===== src/rtl/xbus_fifo_slave.sv =====
// xbus_fifo_slave
//   Responder on the 8051 XDATA bus for a 4-register window at BASE_ADDR.
//   The 2-cycle memrd/memwr level strobes become single-cycle actions.
//   The window gives byte access to an RX FIFO (filled by the peripheral) and
//   a TX FIFO (drained by the peripheral), plus status, control and an irq.
//
//   Register window, selected by mem_addr[1:0]:
//     0 DATA   : read pops the RX head, write pushes into the TX FIFO
//     1 STATUS : {2'b0, tx_ovf, rx_ovf, tx_full, tx_empty, rx_full, rx_empty}
//                writing 1 to bit 4 or bit 5 clears that sticky flag
//     2 CTRL   : bit0 rx_irq_en, bit1 tx_irq_en; writing bit7=1 flushes both FIFOs
//     3 RXCNT  : RX occupancy (read-only)
//
// Ports:
//   sys_clk, sys_rst_n        clock, asynchronous active-low reset
//   mem_addr/mem_wdata        XDATA address and write data
//   memwr/memrd               XDATA write/read strobes (2-cycle level pulses)
//   mem_rdata                 registered read data
//   rx_push/rx_din/rx_full    peripheral side of the RX FIFO
//   tx_pop/tx_dout/tx_empty   peripheral side of the TX FIFO
//   irq                       level interrupt to the 8051
module xbus_fifo_slave #(
  parameter int                ADDR_W    = 16,
  parameter logic [ADDR_W-1:0] BASE_ADDR = 'hF000,
  parameter int                DEPTH     = 16,
  parameter int                PTR_W     = 4
) (
  input  logic              sys_clk,
  input  logic              sys_rst_n,
  input  logic [ADDR_W-1:0] mem_addr,
  input  logic [7:0]        mem_wdata,
  input  logic              memwr,
  input  logic              memrd,
  output logic [7:0]        mem_rdata,
  input  logic              rx_push,
  input  logic [7:0]        rx_din,
  output logic              rx_full,
  input  logic              tx_pop,
  output logic [7:0]        tx_dout,
  output logic              tx_empty,
  output logic              irq
);

  localparam int               CNT_W    = PTR_W + 1;
  localparam logic [CNT_W-1:0] FULL_CNT = CNT_W'(DEPTH);

  localparam logic [1:0] REG_DATA = 2'd0;
  localparam logic [1:0] REG_STAT = 2'd1;
  localparam logic [1:0] REG_CTRL = 2'd2;
  localparam logic [1:0] REG_CNT  = 2'd3;

  logic             memrd_p1, memwr_p1, post_rst_blk;
  logic             cs, rd_fire, wr_fire;
  logic [1:0]       reg_sel;
  logic             flush;

  logic [7:0]       rx_mem [DEPTH];
  logic [PTR_W-1:0] rx_wr_ptr, rx_rd_ptr;
  logic [CNT_W-1:0] rx_cnt;
  logic             rx_empty, rx_wr, rx_rd, rx_ovf, rx_ovf_set, rx_ovf_clr;

  logic [7:0]       tx_mem [DEPTH];
  logic [PTR_W-1:0] tx_wr_ptr, tx_rd_ptr;
  logic [CNT_W-1:0] tx_cnt;
  logic             tx_full, tx_wr, tx_rd, tx_ovf, tx_ovf_set, tx_ovf_clr;

  logic             rx_irq_en, tx_irq_en;
  logic [7:0]       status_byte, rxcnt_byte, rd_mux;
  logic [8:0]       rx_cnt9;
  logic             unused_wdata;

  assign unused_wdata = ^{mem_wdata[6], mem_wdata[3:2]};

  // ---- stage p1: registered strobes for edge detection ----
  // post_rst_blk suppresses the first cycle after reset so a strobe that was
  // already high when reset released is treated as stale.
  always_ff @(posedge sys_clk or negedge sys_rst_n) begin
    if (!sys_rst_n) begin
      memrd_p1     <= 1'b0;
      memwr_p1     <= 1'b0;
      post_rst_blk <= 1'b1;
    end else begin
      memrd_p1     <= memrd;
      memwr_p1     <= memwr;
      post_rst_blk <= 1'b0;
    end
  end

  assign cs      = (mem_addr[ADDR_W-1:2] == BASE_ADDR[ADDR_W-1:2]);
  assign reg_sel = mem_addr[1:0];
  assign rd_fire = cs & memrd & ~memrd_p1 & ~post_rst_blk;
  assign wr_fire = cs & memwr & ~memwr_p1 & ~post_rst_blk;
  assign flush   = wr_fire & (reg_sel == REG_CTRL) & mem_wdata[7];

  assign rx_empty = (rx_cnt == '0);
  assign rx_full  = (rx_cnt == FULL_CNT);
  assign tx_empty = (tx_cnt == '0);
  assign tx_full  = (tx_cnt == FULL_CNT);

  // A pop frees a slot in the same cycle, so push-while-full succeeds when paired.
  assign rx_rd      = rd_fire & (reg_sel == REG_DATA) & ~rx_empty & ~flush;
  assign rx_wr      = rx_push & ~flush & (~rx_full | rx_rd);
  assign rx_ovf_set = rx_push & ~flush & rx_full & ~rx_rd;
  assign rx_ovf_clr = wr_fire & (reg_sel == REG_STAT) & mem_wdata[4];

  assign tx_rd      = tx_pop & ~tx_empty & ~flush;
  assign tx_wr      = wr_fire & (reg_sel == REG_DATA) & (~tx_full | tx_rd);
  assign tx_ovf_set = wr_fire & (reg_sel == REG_DATA) & tx_full & ~tx_rd;
  assign tx_ovf_clr = wr_fire & (reg_sel == REG_STAT) & mem_wdata[5];

  assign tx_dout = tx_empty ? 8'h00 : tx_mem[tx_rd_ptr];

  // ---- stage p2: FIFO state, flags, control, read data, irq ----
  always_ff @(posedge sys_clk or negedge sys_rst_n) begin
    if (!sys_rst_n) begin
      rx_wr_ptr <= '0;
      rx_rd_ptr <= '0;
      rx_cnt    <= '0;
      tx_wr_ptr <= '0;
      tx_rd_ptr <= '0;
      tx_cnt    <= '0;
    end else if (flush) begin
      rx_wr_ptr <= '0;
      rx_rd_ptr <= '0;
      rx_cnt    <= '0;
      tx_wr_ptr <= '0;
      tx_rd_ptr <= '0;
      tx_cnt    <= '0;
    end else begin
      if (rx_wr) rx_wr_ptr <= rx_wr_ptr + 1'b1;
      if (rx_rd) rx_rd_ptr <= rx_rd_ptr + 1'b1;
      case ({rx_wr, rx_rd})
        2'b10:   rx_cnt <= rx_cnt + 1'b1;
        2'b01:   rx_cnt <= rx_cnt - 1'b1;
        default: rx_cnt <= rx_cnt;
      endcase
      if (tx_wr) tx_wr_ptr <= tx_wr_ptr + 1'b1;
      if (tx_rd) tx_rd_ptr <= tx_rd_ptr + 1'b1;
      case ({tx_wr, tx_rd})
        2'b10:   tx_cnt <= tx_cnt + 1'b1;
        2'b01:   tx_cnt <= tx_cnt - 1'b1;
        default: tx_cnt <= tx_cnt;
      endcase
    end
  end

  always_ff @(posedge sys_clk) begin
    if (rx_wr) rx_mem[rx_wr_ptr] <= rx_din;
    if (tx_wr) tx_mem[tx_wr_ptr] <= mem_wdata;
  end

  // Set wins over a simultaneous clear so no overflow event is lost.
  always_ff @(posedge sys_clk or negedge sys_rst_n) begin
    if (!sys_rst_n) begin
      rx_ovf    <= 1'b0;
      tx_ovf    <= 1'b0;
      rx_irq_en <= 1'b0;
      tx_irq_en <= 1'b0;
      irq       <= 1'b0;
    end else begin
      rx_ovf <= rx_ovf_set | (rx_ovf & ~rx_ovf_clr);
      tx_ovf <= tx_ovf_set | (tx_ovf & ~tx_ovf_clr);
      if (wr_fire && reg_sel == REG_CTRL) begin
        rx_irq_en <= mem_wdata[0];
        tx_irq_en <= mem_wdata[1];
      end
      irq <= (rx_irq_en & ~rx_empty) | (tx_irq_en & tx_empty) | rx_ovf | tx_ovf;
    end
  end

  assign status_byte = {2'b00, tx_ovf, rx_ovf, tx_full, tx_empty, rx_full, rx_empty};
  // Count is PTR_W+1 bits; with DEPTH=256 it needs 9 bits and saturates.
  assign rx_cnt9     = 9'(rx_cnt);
  assign rxcnt_byte  = rx_cnt9[8] ? 8'hFF : rx_cnt9[7:0];

  always_comb begin
    rd_mux = 8'h00;
    case (reg_sel)
      REG_DATA: rd_mux = rx_empty ? 8'h00 : rx_mem[rx_rd_ptr];
      REG_STAT: rd_mux = status_byte;
      REG_CTRL: rd_mux = {6'b0, tx_irq_en, rx_irq_en};
      REG_CNT:  rd_mux = rxcnt_byte;
      default:  rd_mux = 8'h00;
    endcase
  end

  always_ff @(posedge sys_clk or negedge sys_rst_n) begin
    if (!sys_rst_n) begin
      mem_rdata <= 8'h00;
    end else if (rd_fire) begin
      mem_rdata <= rd_mux;
    end
  end

endmodule

===== config.mk =====
export PLATFORM = sky130hd
export DESIGN_NAME = xbus_fifo_slave
export DESIGN_NICKNAME = d
export VERILOG_FILES = /design/src/rtl/xbus_fifo_slave.sv
export SDC_FILE = /design/constraint.sdc
export NUM_CORES = 1
export LEC_CHECK = 0
export BUFFER_PORTS_ARGS = -buffer_cell sky130_fd_sc_hd__buf_4
export CAP_MARGIN = 20
export CORE_ASPECT_RATIO = 0.8
export CORE_UTILIZATION = 55
export CTS_CLUSTER_DIAMETER = 100
export CTS_CLUSTER_SIZE = 10
export DETAILED_ROUTE_END_ITERATION = 16
export PLACE_DENSITY = 0.73
export SLEW_MARGIN = 40
export SYNTH_ARGS = -nofsm -noshare
export SYNTH_HDL_FRONTEND = slang
export SYNTH_SLANG_ARGS = --single-unit

===== constraint.sdc =====
create_clock -name sys_clk -period 3.3 [get_ports sys_clk]
set_clock_uncertainty 0.2 [all_clocks]
set_input_delay 0.33 -clock sys_clk [delete_from_list [all_inputs] [get_ports sys_clk]]
set_output_delay 0.33 -clock sys_clk [all_outputs]
set_load 0.02 [all_outputs]

==> key figures <==
Run status
  – Status: finished clean

Global routing
  – Met1 GRT Util: between 30% and 40%
  – Met2 track demand over resource: between 30% and 40%
  – Largest net degree at the start of global routing: 43
  – Most used routing layer: met2
  – Number of global-route vias before repair: 7441
  – First-pass GRT wire length: 42880 um
  – Grt ovf: 0
  – GR Util All Layers: 24.97%
  – Met3 Use GR: 4.020%
  – Initial antenna violation count: 0

STA
  – Max Freq: 306.9 MHz
  – Final WS setup: 0.04124 ns
  – Final hold vios: 0
  – Final setup violation count: 0
  – Minimum clock period after layout: around 3.3 ns
  – Final Max Tran Viols: 0
  – Slew margin rel.: 52.52%
  – RSZ-0062 raised after global routing: yes
  – Hold WS: 0.04069 ns
  – Worst-Margin Slew: 0.7122 ns
  – Part of the cycle the worst path needs: 98.75%
  – Setup TNS: 0 ns

Clocking
  – # Post-CTS Setup Buffers: 0
  – H-tree lvl count: 2
  – CTS max path bufs: 3
  – Clock root cell: clkbuf_16
  – CTS Buf Count: 35
  – Clock latency on the worst-skew pair: roughly 0.5 ns
  – Reg clk slew, reported paths: 0.06 ns
  – CTS sink cnt: between 200 and 300
  – CTS tree: done

Layout
  – Commonest non-fill, non-tap cells in the layout: 256 x edfxtp_1, 108 x buf_4, 55 x mux4_2
  – Diodes inserted: 0
  – Fin cells: 1188
  – Most common cell after layout, fill and taps aside: edfxtp_1
  – Layout cells sized above 1: 26.24%
  – Area delta synth->final: 18.92%
  – Nets: 925
  – Final Cell Area: 14860 um2

Yosys
  – Syn Area/Cell: 16.84 um2
  – EDFF count, synth: 256
  – Post-synth ARST share: between 10% and 20%
  – Yosys Warn Count: 0
  – Mapped Cells: around 740
  – Yosys cell types: 56
  – Mapped Area: 12500 um2
  – Yosys reg bits: 298
  – Syn Nets: 798
  – Register area share after synthesis: 69.93%
  – Most used DFF post-synth: edfxtp_1

Place
  – DP Area: 13590 um2
  – IO Port Bufs: 56
  – Dpl ws: -0.1705 ns
  – GPL Wtd Cong: 0.8742
  – Placed Cells: 1113
  – Hpwl dp: 18280 um

Route
  – Drt initial violations: approximately 870
  – First drt pass iteration count: 5
  – Number of remaining DRC errors: 0
  – Via count: roughly 7300
  – ANT nets after route: 0
  – Drt via density: 6.147
  – Wirelength per Cell: 23.29 um
  – Final wirelength: 27670 um

Hold path
  – Min-delay worst type: primary input to flip-flop
  – Hold Path Cell Cnt: 3

Worst setup path
  – Crit path max fanout: 4
  – Endpoint class of the critical path: flip-flop
  – Worst path arrival time: 3.43 ns
  – R2R Setup Slk: 0.04 ns
  – WP data required: approximately 3.5 ns
  – R2R depth: 12
  – Critical path class: flip-flop to flip-flop
  – Setup crit start kind: flip-flop

Floorplanning
  – Standard-cell row count: 48
  – Total core area: 21920 um2
  – # IOs: 57
  – Die Y: 136.8 um
  – Starting Density: 57.01%
  – Die W: 170.5 um
  – Die footprint: 23340 um2

Pwr
  – VDD IR max: 393.6 uV
  – Pwr Density: roughly 700 nW/um2
  – P_leak: between 5 and 6 nW

Job
  – Max capacitance violation total: 0
-- layer usage --
layer,vias to the layer above,routed length (um)
met4,0,391
met1,3745,12190
met5,-,0
li1,3200,-
met3,42,2156
met2,316,12930
-- synth_stat cells (12+ instances only) --
library cell / number / area share (%)
and3_1: 13 / 0.65
edfxtp_1: 256 / 62
mux2i_1: 42 / 3.4
dfrtp_1: 41 / 8.2
o21ai_0: 14 / 0.56
inv_1: 20 / 0.60
o221ai_1: 17 / 1.2
a21oi_1: 12 / 0.48
buf_2: 12 / 0.48
mux4_2: 55 / 9.9
clkbuf_1: 24 / 0.72
ha_1: 16 / 1.6
nor4_1: 17 / 0.85
nand2_1: 45 / 1.4
nor2_1: 42 / 1.3
-- critical path: stages (launching register included) --
cell and delay, ns:
dfrtp_1 0.37, or4b_4 0.51, or3_4 0.36, nor2_4 0.12, or3_4 0.14, inv_2 0.06, ha_4 0.27, nor2b_4 0.16
o21ai_4 0.08, a2111o_1 0.46, o221ai_2 0.17, o221a_2 0.19, nor2_1 0.03
-- path summary, 6_finish.rpt --
check | startpoint | end
max reg2reg | memwr_p1$_DFF_PN0_ | tx_cnt[4]$_DFFE_PN0P_
min | rx_push | rx_cnt[4]$_DFFE_PN0P_
max in group asynchronous | sys_rst_n | tx_rd_ptr[0]$_DFFE_PN0P_
min in group asynchronous | sys_rst_n | tx_cnt[3]$_DFFE_PN0P_
max | memwr_p1$_DFF_PN0_ | tx_cnt[4]$_DFFE_PN0P_
min reg2reg | mem_rdata[3]$_DFFE_PN0N_ | mem_rdata[3]$_DFFE_PN0N_
-- power breakdown --
group / internal [mW] / leakage (nW) / total [mW] / switching, mW
clock network: 2.08 / 0.493 / 3.46 / 1.38
logic: 1.05 / 1.97 / 2.35 / 1.30
registers: 4.38 / 2.83 / 4.65 / 0.269
total: 7.51 / 5.28 / 10.5 / 2.95
-- sequential cells by signal, indices dropped and copies added (netlist names), 4 cells and up --
signal and count:
rx_wr_ptr 4, rx_rd_ptr 4, tx_wr_ptr 4, rx_cnt 5, rx_mem 128, tx_mem 128
mem_rdata 8, tx_cnt 5, tx_rd_ptr 4
-- repair_timing --
action,CTS,global route
hold buffers,19,0
endpoints found under the hold margin,299,0
pin swaps,1,1
setup endpoints to repair,1,2
gates resized for setup,1,12
-- logic make-up (layout without fill, tap and decap cells) --
| family | Yosys count | after routing | share of synthesized area (%) |
|---|---|---|---|
| flops | 298 | 298 | 69.93 |
| simple gates | 170 | 170 | 7.168 |
| mux | 101 | 101 | 13.63 |
| compound gates | 78 | 78 | 4.315 |
| buf+inv | 61 | 207 | 1.952 |
| fa+ha+maj | 18 | 18 | 1.922 |
| xor+xnor | 15 | 15 | 1.051 |
| other cells | 1 | 1 | 0.03000 |
-- layout make-up --
type                    instances  area (um2)
repair buffers                129        1041
well taps                     300       375.4
fillers                      1429        7058
clock buffers                  55        1003
inverters                      22       82.58
multi-input cells             383        3598
flip-flops and latches        298        8742
clock inverters                 1       20.02
-- per-stage QoR --
stage	power (mW)	utilization (%)
final	10.46	67.80
after global routing	10.90	67.80
after CTS	10.44	67.55
after detailed placement	6.977	62.01
after global placement	6.883	62.01
after floorplan	6.137	-
(Power assumes the default switching activity.)
